## config.mk

```make
export PLATFORM = sky130hd
export DESIGN_NAME = spike_aer_encoder
export DESIGN_NICKNAME = d
export VERILOG_FILES = /design/src/rtl/snn_aer_pkg.sv /design/src/rtl/rr_arbiter.sv /design/src/rtl/spike_aer_encoder.sv
export SDC_FILE = /design/constraint.sdc
export NUM_CORES = 1
export LEC_CHECK = 0
export BUFFER_PORTS_ARGS = -buffer_cell sky130_fd_sc_hd__buf_2
export CAP_MARGIN = 25
export CORE_MARGIN = 10
export CORE_UTILIZATION = 44
export CTS_CLUSTER_DIAMETER = 30
export DETAILED_ROUTE_END_ITERATION = 8
export HOLD_SLACK_MARGIN = 0.03
export PLACE_DENSITY = 0.67
export SYNTH_ARGS = -nofsm -noshare
export SYNTH_HDL_FRONTEND = slang
export SYNTH_SLANG_ARGS = --single-unit
```

## constraint.sdc

```tcl
create_clock -name clk -period 16.6 [get_ports clk]
set_input_delay 3.32 -clock clk [delete_from_list [all_inputs] [get_ports clk]]
set_output_delay 3.32 -clock clk [all_outputs]
set_load 0.02 [all_outputs]
```

## src/rtl/snn_aer_pkg.sv

```systemverilog
// Shared AER event widths, stats constants and helpers for the spike encoder path.
package snn_aer_pkg;

    // AER event fields; these must match the spike router's decode.
    localparam int unsigned AER_NEURON_ID_WIDTH = 4;
    localparam int unsigned AER_TIMESTAMP_WIDTH = 16;

    // Width of the saturating dropped-spike counter.
    localparam int unsigned DROPPED_CNT_WIDTH = 16;

    // Widest vector the popcount helper accepts; callers zero-extend into it.
    localparam int unsigned POPCOUNT_MAX_WIDTH = 64;

    // Number of set bits in v.
    function automatic int unsigned popcount(input logic [POPCOUNT_MAX_WIDTH-1:0] v);
        int unsigned n;
        n = 0;
        for (int unsigned i = 0; i < POPCOUNT_MAX_WIDTH; i++) begin
            if (v[i]) begin
                n = n + 1;
            end
        end
        return n;
    endfunction

endpackage : snn_aer_pkg

```

## src/rtl/rr_arbiter.sv

```systemverilog
// Round-robin arbiter: one-hot grant over req, searching upward from an
// internal pointer that moves to just past the last winner.
module rr_arbiter #(
    parameter int unsigned WIDTH = 16,
    parameter int unsigned IDX_W = (WIDTH > 1) ? $clog2(WIDTH) : 1
) (
    input  logic             clk,
    input  logic             rst_n,
    input  logic [WIDTH-1:0] req,
    output logic [WIDTH-1:0] grant_c,
    output logic [IDX_W-1:0] grant_idx_c,
    output logic             grant_valid_c
);

    logic [IDX_W-1:0] ptr_q;
    logic [IDX_W-1:0] ptr_next_c;
    int unsigned      cand;

    // First requester at or after the pointer, wrapping around the vector.
    always_comb begin
        grant_c       = '0;
        grant_idx_c   = '0;
        grant_valid_c = 1'b0;
        cand          = 0;
        for (int unsigned off = 0; off < WIDTH; off++) begin
            cand = (32'(ptr_q) + off) % WIDTH;
            if (!grant_valid_c && req[IDX_W'(cand)]) begin
                grant_valid_c = 1'b1;
                grant_idx_c   = IDX_W'(cand);
            end
        end
        if (grant_valid_c) begin
            grant_c[grant_idx_c] = 1'b1;
        end
    end

    // Pointer moves to the slot after the winner, modulo WIDTH.
    always_comb begin
        ptr_next_c = ptr_q;
        if (grant_valid_c) begin
            if (grant_idx_c == IDX_W'(WIDTH - 1)) begin
                ptr_next_c = '0;
            end else begin
                ptr_next_c = grant_idx_c + IDX_W'(1);
            end
        end
    end

    // Pointer register; held when nothing is granted.
    always_ff @(posedge clk or negedge rst_n) begin
        if (!rst_n) begin
            ptr_q <= '0;
        end else begin
            ptr_q <= ptr_next_c;
        end
    end

endmodule : rr_arbiter

```

## src/rtl/spike_aer_encoder.sv

```systemverilog
// Spike-to-AER encoder: captures neuron spike pulses into a pending bitmap,
// serialises them round-robin and queues {neuron id, timestep} events in a
// small FWFT FIFO presented on a valid/ready stream.
module spike_aer_encoder
    import snn_aer_pkg::*;
#(
    parameter int unsigned NUM_NEURONS     = 16,
    parameter int unsigned NEURON_ID_WIDTH = AER_NEURON_ID_WIDTH,
    parameter int unsigned TIMESTAMP_WIDTH = AER_TIMESTAMP_WIDTH,
    parameter int unsigned FIFO_DEPTH      = 8,
    parameter int unsigned FIFO_ADDR_WIDTH = 3
) (
    input  logic                         clk,
    input  logic                         rst_n,
    input  logic                         enable,
    input  logic [NUM_NEURONS-1:0]       spike_in,
    input  logic                         timestep_tick,
    input  logic                         clear_stats,
    output logic                         aer_valid,
    input  logic                         aer_ready,
    output logic [NEURON_ID_WIDTH-1:0]   aer_neuron_id,
    output logic [TIMESTAMP_WIDTH-1:0]   aer_timestamp,
    output logic [FIFO_ADDR_WIDTH:0]     fifo_count,
    output logic [DROPPED_CNT_WIDTH-1:0] dropped_count,
    output logic                         overflow
);

    localparam int unsigned IDX_W = (NUM_NEURONS > 1) ? $clog2(NUM_NEURONS) : 1;
    localparam int unsigned CNT_W = FIFO_ADDR_WIDTH + 1;
    localparam int unsigned SUM_W = DROPPED_CNT_WIDTH + 1;

    typedef struct packed {
        logic [NEURON_ID_WIDTH-1:0] id;
        logic [TIMESTAMP_WIDTH-1:0] ts;
    } aer_event_t;

    logic [NUM_NEURONS-1:0]     pend_q;
    logic [NUM_NEURONS-1:0]     req_c;
    logic [NUM_NEURONS-1:0]     grant_c;
    logic [NUM_NEURONS-1:0]     drop_c;
    logic [IDX_W-1:0]           grant_idx_c;
    logic                       grant_valid_c;
    logic                       fifo_full_c;
    logic                       push_c;
    logic                       pop_c;
    logic [SUM_W-1:0]           drop_sum_c;
    logic [TIMESTAMP_WIDTH-1:0] ts_q;
    logic [FIFO_ADDR_WIDTH-1:0] wr_ptr_q;
    logic [FIFO_ADDR_WIDTH-1:0] rd_ptr_q;
    aer_event_t                 wr_event_c;
    aer_event_t                 head_c;
    aer_event_t                 fifo_mem [FIFO_DEPTH];

    // Arbitration is blocked while disabled or while the FIFO is full at the
    // start of the cycle; a same-cycle pop does not open a slot.
    always_comb begin
        fifo_full_c = (fifo_count == CNT_W'(FIFO_DEPTH));
        req_c       = (enable && !fifo_full_c) ? pend_q : '0;
        drop_c      = enable ? (spike_in & pend_q & ~grant_c) : '0;
        push_c      = grant_valid_c;
        pop_c       = aer_valid && aer_ready;
        drop_sum_c  = SUM_W'(dropped_count) + SUM_W'(popcount(POPCOUNT_MAX_WIDTH'(drop_c)));
        wr_event_c  = '{id: NEURON_ID_WIDTH'(grant_idx_c), ts: ts_q};
        head_c      = fifo_mem[rd_ptr_q];
    end

    rr_arbiter #(
        .WIDTH (NUM_NEURONS),
        .IDX_W (IDX_W)
    ) u_rr_arbiter (
        .clk           (clk),
        .rst_n         (rst_n),
        .req           (req_c),
        .grant_c       (grant_c),
        .grant_idx_c   (grant_idx_c),
        .grant_valid_c (grant_valid_c)
    );

    // Pending bitmap: new spikes OR in after the granted bit is cleared, so a
    // re-spike on the granted neuron stays pending.
    always_ff @(posedge clk or negedge rst_n) begin
        if (!rst_n) begin
            pend_q <= '0;
        end else if (enable) begin
            pend_q <= (pend_q & ~grant_c) | spike_in;
        end
    end

    // Drop statistics; a clear in the same cycle as a drop takes priority.
    always_ff @(posedge clk or negedge rst_n) begin
        if (!rst_n) begin
            dropped_count <= '0;
            overflow      <= 1'b0;
        end else if (clear_stats) begin
            dropped_count <= '0;
            overflow      <= 1'b0;
        end else if (|drop_c) begin
            overflow      <= 1'b1;
            dropped_count <= drop_sum_c[DROPPED_CNT_WIDTH] ? '1 : drop_sum_c[DROPPED_CNT_WIDTH-1:0];
        end
    end

    // Timestep counter; events written this cycle carry the pre-tick value.
    always_ff @(posedge clk or negedge rst_n) begin
        if (!rst_n) begin
            ts_q <= '0;
        end else if (enable && timestep_tick) begin
            ts_q <= ts_q + TIMESTAMP_WIDTH'(1);
        end
    end

    // Event storage; contents are masked at the output until valid, so no reset.
    always_ff @(posedge clk) begin
        if (push_c) begin
            fifo_mem[wr_ptr_q] <= wr_event_c;
        end
    end

    // FIFO pointers and occupancy; pointers wrap naturally at power-of-two depth.
    always_ff @(posedge clk or negedge rst_n) begin
        if (!rst_n) begin
            wr_ptr_q   <= '0;
            rd_ptr_q   <= '0;
            fifo_count <= '0;
        end else begin
            if (push_c) begin
                wr_ptr_q <= wr_ptr_q + FIFO_ADDR_WIDTH'(1);
            end
            if (pop_c) begin
                rd_ptr_q <= rd_ptr_q + FIFO_ADDR_WIDTH'(1);
            end
            case ({push_c, pop_c})
                2'b10:   fifo_count <= fifo_count + CNT_W'(1);
                2'b01:   fifo_count <= fifo_count - CNT_W'(1);
                default: fifo_count <= fifo_count;
            endcase
        end
    end

    // FWFT head: valid whenever occupied, fields zero when empty.
    always_comb begin
        aer_valid     = (fifo_count != '0);
        aer_neuron_id = aer_valid ? head_c.id : '0;
        aer_timestamp = aer_valid ? head_c.ts : '0;
    end

endmodule : spike_aer_encoder

```

== After elaboration in Yosys (flattened, before gate mapping) ==
Memories as Yosys holds them, arrays and structs flattened.
Cells that the tools add are included.
Storage, ports and cells
  bits in registers: 63
  RAM bits: 160
  input bits: 22
  output and inout bits: 42
  logic and storage cells: 208
  memories kept: 1
Memory list
  fifo_mem: depth 8, bits a word 20, read ports 1, clocked after memory_dff 0, wr ports 1, RTL line spike_aer_encoder.sv:52  | aer_event_t fifo_mem [FIFO_DEPTH];
Operators by class
  add/sub/neg operators: 37
  magnitude comparators: 18
  equality and inequality tests: 4
  mux-type cells: 96
  bitwise gates (word level): 5
  reduce and logical (&&, ||, !) cells: 39
Operators by type and width (number)
  $mux W17: 15
  $add A17 B1 Y17 const B: 14
  $mux W16: 7
  $lt A4 B5 Y1 const B: 17
  $mux W4: 18
  $bmux W1 S4: 16
  $and A16 B16 Y16: 3
  $mux W1: 38
  $add A4 B4 Y4 const B: 8
  $logic_and A1 B1 Y1: 19
  $add A16 B17 Y17: 1
  $add A16 B1 Y16 const B: 1
  $add A4 B3 Y4 const B: 4
  $logic_not A1 Y1: 16
  $not A16 Y16: 1
  $or A16 B16 Y16: 1
  $reduce_or A16 Y1: 1
  $add A4 B1 Y4 const B: 3
  $add A4 B2 Y4 const B: 2
  $eq A4 B4 Y1 const B: 2
  $pmux W4 S2: 1
  $add A3 B1 Y3 const B: 2
  $demux W1 S4: 1
  $ge A4 B1 Y1 const B: 1
  other kinds (6): 7

== Depth between registers and ports, before layout ==
  word-level depth: 95
  gate-level depth with buffers: 92
  mapped depth without buffers: 85

== By module ==
Synthesis repeated with hierarchy kept, for this count alone.
Second synthesis, totals
  cells, all modules: 1169
  area, all modules: 14131.1 µm²
Modules (own cells, without submodules)
  spike_aer_encoder: times used 1, cells an instance 833, area each 11328.4 µm², sequential area each 6281.0 µm²
  rr_arbiter: times used 1, cells an instance 336, area each 2802.7 µm², sequential area each 100.1 µm²

== Least setup slack after synthesis ==
No wires, ideal clock.
  path type: input-to-reg
  start point: in enable
  end point: reg dropped_count[11]
  library setup time: 125 ps
  arrival: 18131 ps
  data required time: 16475 ps
  path slack: -1656 ps
  stages: 82
  path buffers: 3
  cell sequence: clkbuf_1 nand2_1 buf_2 nor4_1 a21oi_1 nor3_1 a211oi_1 a21oi_1 o21a_1 o22ai_1 o211ai_1 a21oi_1 nor2_1 nor2_1 a22oi_1 nor3_1 a21oi_1 inv_1 [46 not listed] nor2_1 nor2_1 nor2b_1 o21a_1 o21ai_0 nand2b_1 a21oi_1 o21bai_1 a21oi_1 o21bai_1 a21oi_1 o21bai_1 a21oi_1 o21bai_1 a21oi_1 clkbuf_1 a21oi_1 mux2_2
On the way
  cells in the longest elaborated chain, start to end: 93
  elaborated cells on any way between the ends: 142
  classes of those cells: 16 x add/sub; 2 x order compare; 88 x mux; 2 x bitwise; 34 x reduce/logical
Ends and longest elaborated chain
  start, declared: RTL line spike_aer_encoder.sv:15  | input logic enable,
  $logic_and A1 B1 Y1 *: RTL line spike_aer_encoder.sv:58  | req_c = (enable && !fifo_full_c) ? pend_q : '0;
  $mux W16 *: RTL line spike_aer_encoder.sv:58
  $bmux W1 S4: RTL line rr_arbiter.sv:27  | if (!grant_valid_c && req[IDX_W'(cand)]) begin
  $mux W1 (not written as such): RTL line rr_arbiter.sv:27
  $mux W1: RTL line rr_arbiter.sv:27
  $logic_not A1 Y1: RTL line rr_arbiter.sv:27
  $logic_and A1 B1 Y1: RTL line rr_arbiter.sv:27
  $mux W1: RTL line rr_arbiter.sv:27
  [42 not listed]
  via grant_idx_c[1]: RTL line spike_aer_encoder.sv:41  | logic [IDX_W-1:0] grant_idx_c;
  [35 not listed]
  $add A17 B1 Y17: RTL line snn_aer_pkg.sv:20  | n = n + 1;
  $mux W17: RTL line snn_aer_pkg.sv:19  | if (v[i]) begin
  $add A17 B1 Y17: RTL line snn_aer_pkg.sv:20
  $mux W17: RTL line snn_aer_pkg.sv:19
  $add A16 B17 Y17: RTL line spike_aer_encoder.sv:62  | drop_sum_c = SUM_W'(dropped_count) + SUM_W'(popcount(POPCOUNT_MAX_WIDTH'(drop_c)));
  $mux W16: RTL line spike_aer_encoder.sv:99  | dropped_count <= drop_sum_c[DROPPED_CNT_WIDTH] ? '1 : drop_sum_c[DROPPED_CNT_WIDTH-1:0];
  $mux W16: RTL line spike_aer_encoder.sv:97  | end else if (|drop_c) begin
  $mux W16: RTL line spike_aer_encoder.sv:94  | end else if (clear_stats) begin
  end signal, assigned: RTL line spike_aer_encoder.sv:99
  end, declared: RTL line spike_aer_encoder.sv:24  | output logic [DROPPED_CNT_WIDTH-1:0] dropped_count,
The timed path passes the listed nets; every way through them passes the cells marked *. The select of a mux whose other input is x is not followed.
A chain may end at the register's enable or synchronous reset.

== Worst setup path in the final report ==
  start point: in enable
  end point: reg dropped_count[1]
The elaborated chain is that of the path after synthesis.

==> impl_summary.txt <==
----------------------------------------------------
[Critical path]
  Worst R2R End ... dropped_count[1]$_DFFE_PN0P_
  Worst reg2reg path depth ... 86
  Beginning of the critical path ... enable
  Critical Setup Path Class ... in -> reg
  Worst-path cell with the longest stage delay ... sky130_fd_sc_hd__a211oi_1
  Critical Path RT ... 17050 ps
  Critical path's largest stage delay ... 510 ps
  Endpoint kind of the worst setup timing path ... flop
  Worst setup path endpoint ... dropped_count[1]$_DFFE_PN0P_
  Most prevalent standard cell on the critical path ... sky130_fd_sc_hd__ha_1
  Setup slack on the worst flop-to-flop path ... 1570 ps
  Biggest fanout along the worst timing path ... 7
  WP data arrival ... 16460 ps
  Critical path launch point type ... primary input
  Launch point of the worst reg-to-reg path ... u_rr_arbiter.ptr_q[1]$_DFFE_PN0P_

[GRT]
  Total gr overflow ... 0
  Number of antenna violations at the first check in global routing ... 1
  Total routing resource utilization after global routing ... 18.7%
  Maximum number of pins on one net before global-route repair ... 64
  Wire length of the first global-routing pass ... 61.6 mm
  Number of global-route vias before repair ... 11000

[Run status]
  Result of the run ... complete, no violations

[Detailed routing]
  Initial detailed-routing violation count ... 904
  DRC violation count after routing ... 0
  Vias per std cell ... 5.84
  Routed via count ... 11000
  Detailed-route wire length ... 38.7 mm
  Number of nets with antenna violations after routing ... 0
  Pre-Repair DR Iteration Count ... 5
  Avg WL per Cell ... 20.5 microns

[Clock network]
  # H-tree levels ... 2
  Largest buffer count on any clock path ... 3
  Number of CTS-inserted buffers ... 49
  Clk Tree Root Cell ... sky130_fd_sc_hd__clkbuf_16
  Reg clk slew, reported paths ... 50 ps
  Sink count of the clock tree ... 223
  Later-pin clock latency in the skew report ... 570 ps
  Clock tree from TritonCTS ... built

[STA]
  Fin. Hold Viols ... 0
  Clock tree skew after final layout ... 43.8 ps
  Minimum clock period ... 16010 ps
  Post-route fraction of the period consumed by the critical path ... 96.5%
  Final-report max-slew violation count ... 0
  Worst slew pin tran ... 1210 ps
  Fmax ... 62.5 MHz
  Count of final setup violators ... 0
  Remaining max-slew budget at the tightest pin ... 18.7%

[Synth]
  Share of async-settable or async-resettable flops after synthesis ... 28.3%
  Count of flip-flops with a built-in enable after synthesis ... 160
  Cell area after synthesis ... 14300 sq um
  Post-synth top area cell ... sky130_fd_sc_hd__edfxtp_1
  Prevailing post-synth register cell ... sky130_fd_sc_hd__edfxtp_1
  Synth Instances ... 1231
  Ys Warns ... 0
  Sequential share of the synthesized area ... 44.6%
  Library cells used by synthesis ... 105
  Post-synthesis sequential element count ... 223
  Post-synthesis average cell area ... 11.6 sq um
  Largest cells by area after synthesis ... sky130_fd_sc_hd__edfxtp_1 (34%), sky130_fd_sc_hd__dfrtp_1 (11%), sky130_fd_sc_hd__mux4_2 (9.4%), sky130_fd_sc_hd__ha_1 (4.3%), sky130_fd_sc_hd__xnor2_1 (3.5%)
  Fraction of post-synthesis cell area in the top cell type by area ... 33.6%

[Place]
  Quantity of I/O buffers inserted on ports ... 63
  Number of cells in the design after placement ... 1778
  Placer congestion estimate ... 0.933
  Detailed-placement wirelength estimate ... 26.8 mm

[Worst hold path]
  Tightest Hold Check Type ... reg -> reg

[Finish]
  Non-filler instance count after layout ... 1883
  Area added between synthesis and finish ... 25.5%
  Antenna Cells ... 0
  Layout cell share with drive strength beyond 1 ... 32.9%
  Net count of the finished layout ... 1480

[Floorplan]
  CORE AREA ... 31800 sq um
  Number of top-level pins ... 64
  Floorplan die area ... 40100 sq um
  Initial cell density of the core ... 45.0%
  Die H ... 200 microns
  X dimension of the die ... 200 microns
  Standard-cell rows ... 65

[Job]
  Maxcap violations ... 0

----------------------------------------------------
## cells by family after synthesis
kind of cell             count (synthesis)  synth area share (%)
AO/OA/AOI/OAI                          248                  12.5
buffers and inverters                   95                  2.89
multiplexers                           140                  15.5
other                                    1                0.0262
flip-flops                             223                  44.6
XOR/XNOR                                90                  6.39
AND/OR/NAND/NOR                        383                  13.6
adder cells (fa/ha/maj)                 51                  4.57
## per-layer routing
metal / vias to the layer above / global-route usage (%) / share of wire [%]
li1: 5089 / - / -
met1: 5497 / 25.3 / 44
met2: 354 / 30.7 / 48
met3: 62 / 3.24 / 6.3
met4: 0 / 4.38 / 1.7
met5: - / 0 / 0
## critical path: cells and delay by family
family | cells | cell delay, ps
adders and majority gates | 15 | 4110
AOI/OAI and AO/OA | 24 | 3390
and+or+nand+nor | 26 | 2940
muxes | 5 | 1400
buffers and inverters | 10 | 1110
xor gates and xnor gates | 1 | 160
## per-stage QoR
step	setup WS (ps)	utilization (%)	cell area [sq um]	hold WS (ps)	TNS [ps]
6_report	588	56.4	17900	506	0
5_1_grt	-135	56.4	17900	540	-1930
4_1_cts	283	55.4	17600	512	0
2_1_floorplan	1.43	-	14500	525	0
3_5_place_dp	-235	50.0	15900	500	-2990
3_3_place_gp	15.9	50.0	15900	480	0
## cell usage after synthesis, types with 7 or more instances
library cell                 n
sky130_fd_sc_hd__o21a_1     11
sky130_fd_sc_hd__mux2_2     29
sky130_fd_sc_hd__a22o_1      9
sky130_fd_sc_hd__nor3_1     41
sky130_fd_sc_hd__edfxtp_1  160
sky130_fd_sc_hd__or2_2      10
sky130_fd_sc_hd__o21bai_1   10
sky130_fd_sc_hd__inv_1      32
sky130_fd_sc_hd__and3_1     22
sky130_fd_sc_hd__xor2_1     23
sky130_fd_sc_hd__o31ai_1     7
sky130_fd_sc_hd__nand2_1   108
sky130_fd_sc_hd__dfrtp_1    63
sky130_fd_sc_hd__or3_1       8
sky130_fd_sc_hd__buf_1      11
sky130_fd_sc_hd__nand3_1    36
sky130_fd_sc_hd__ha_1       49
sky130_fd_sc_hd__clkbuf_1   33
sky130_fd_sc_hd__and2_1      7
sky130_fd_sc_hd__mux4_2     60
sky130_fd_sc_hd__a31oi_1     7
sky130_fd_sc_hd__nor2b_1     9
sky130_fd_sc_hd__nor2_1     87
sky130_fd_sc_hd__nand4_1    13
sky130_fd_sc_hd__xnor2_1    57
sky130_fd_sc_hd__o22ai_1    10
sky130_fd_sc_hd__a21oi_1    56
sky130_fd_sc_hd__o211ai_1    8
sky130_fd_sc_hd__buf_2       7
sky130_fd_sc_hd__a211oi_1   11
sky130_fd_sc_hd__mux2i_1    46
sky130_fd_sc_hd__o21ai_0    43
## layout by cell type (no fill, tap or decap), drive strengths merged, types with 12 or more instances in the layout
cell,instances
a211oi,14
a21oi,58
and3,22
buf,174
clkbuf,51
clkinv,22
dfrtp,63
edfxtp,160
ha,49
inv,51
mux2,34
mux2i,46
mux4,60
nand2,108
nand3,37
nand4,13
nor2,87
nor3,41
o21a,12
o21ai,51
xnor2,62
xor2,24
## worst min-delay path by stage
stage                                        from                       to  slack (ps)  cells after the start
after floorplan           wr_ptr_q[2]$_DFFE_PN0P_  wr_ptr_q[2]$_DFFE_PN0P_         520                      1
final                        overflow$_DFFE_PN0P_     overflow$_DFFE_PN0P_         510                      2
after detailed placement     overflow$_DFFE_PN0P_     overflow$_DFFE_PN0P_         500                      2
after global routing         overflow$_DFFE_PN0P_     overflow$_DFFE_PN0P_         540                      2
after CTS                    overflow$_DFFE_PN0P_     overflow$_DFFE_PN0P_         510                      2
after global placement       overflow$_DFFE_PN0P_     overflow$_DFFE_PN0P_         480                      2
## flip-flops by register name (all words and copies together) (netlist names)
register and cells:
overflow 1, wr_ptr_q 3, ts_q 16, fifo_mem 160, rd_ptr_q 3, fifo_count 4
u_rr_arbiter.ptr_q 4, dropped_count 16, pend_q 16
## layout make-up
class                           instances  area (sq um)
Fill cell                            2619         13900
Multi-Input combinational cell        921          7950
Sequential cell                       223          6380
Clock buffer                           50          1230
Timing Repair Buffer                  175          1210
Tap cell                              435           544
Clock inverter                         42           483
Inverter                               37           141
## timing repair
item / in CTS / in global routing
setup endpoints to repair: 0 / 16
setup buffers: 0 / 10
hold buffers: 0 / 0
gates resized for setup: 0 / 43
hold endpoints to repair: 0 / 0
Power is not shown: default switching activity piles up to over one toggle a cycle in this logic, so the estimate is an artifact.
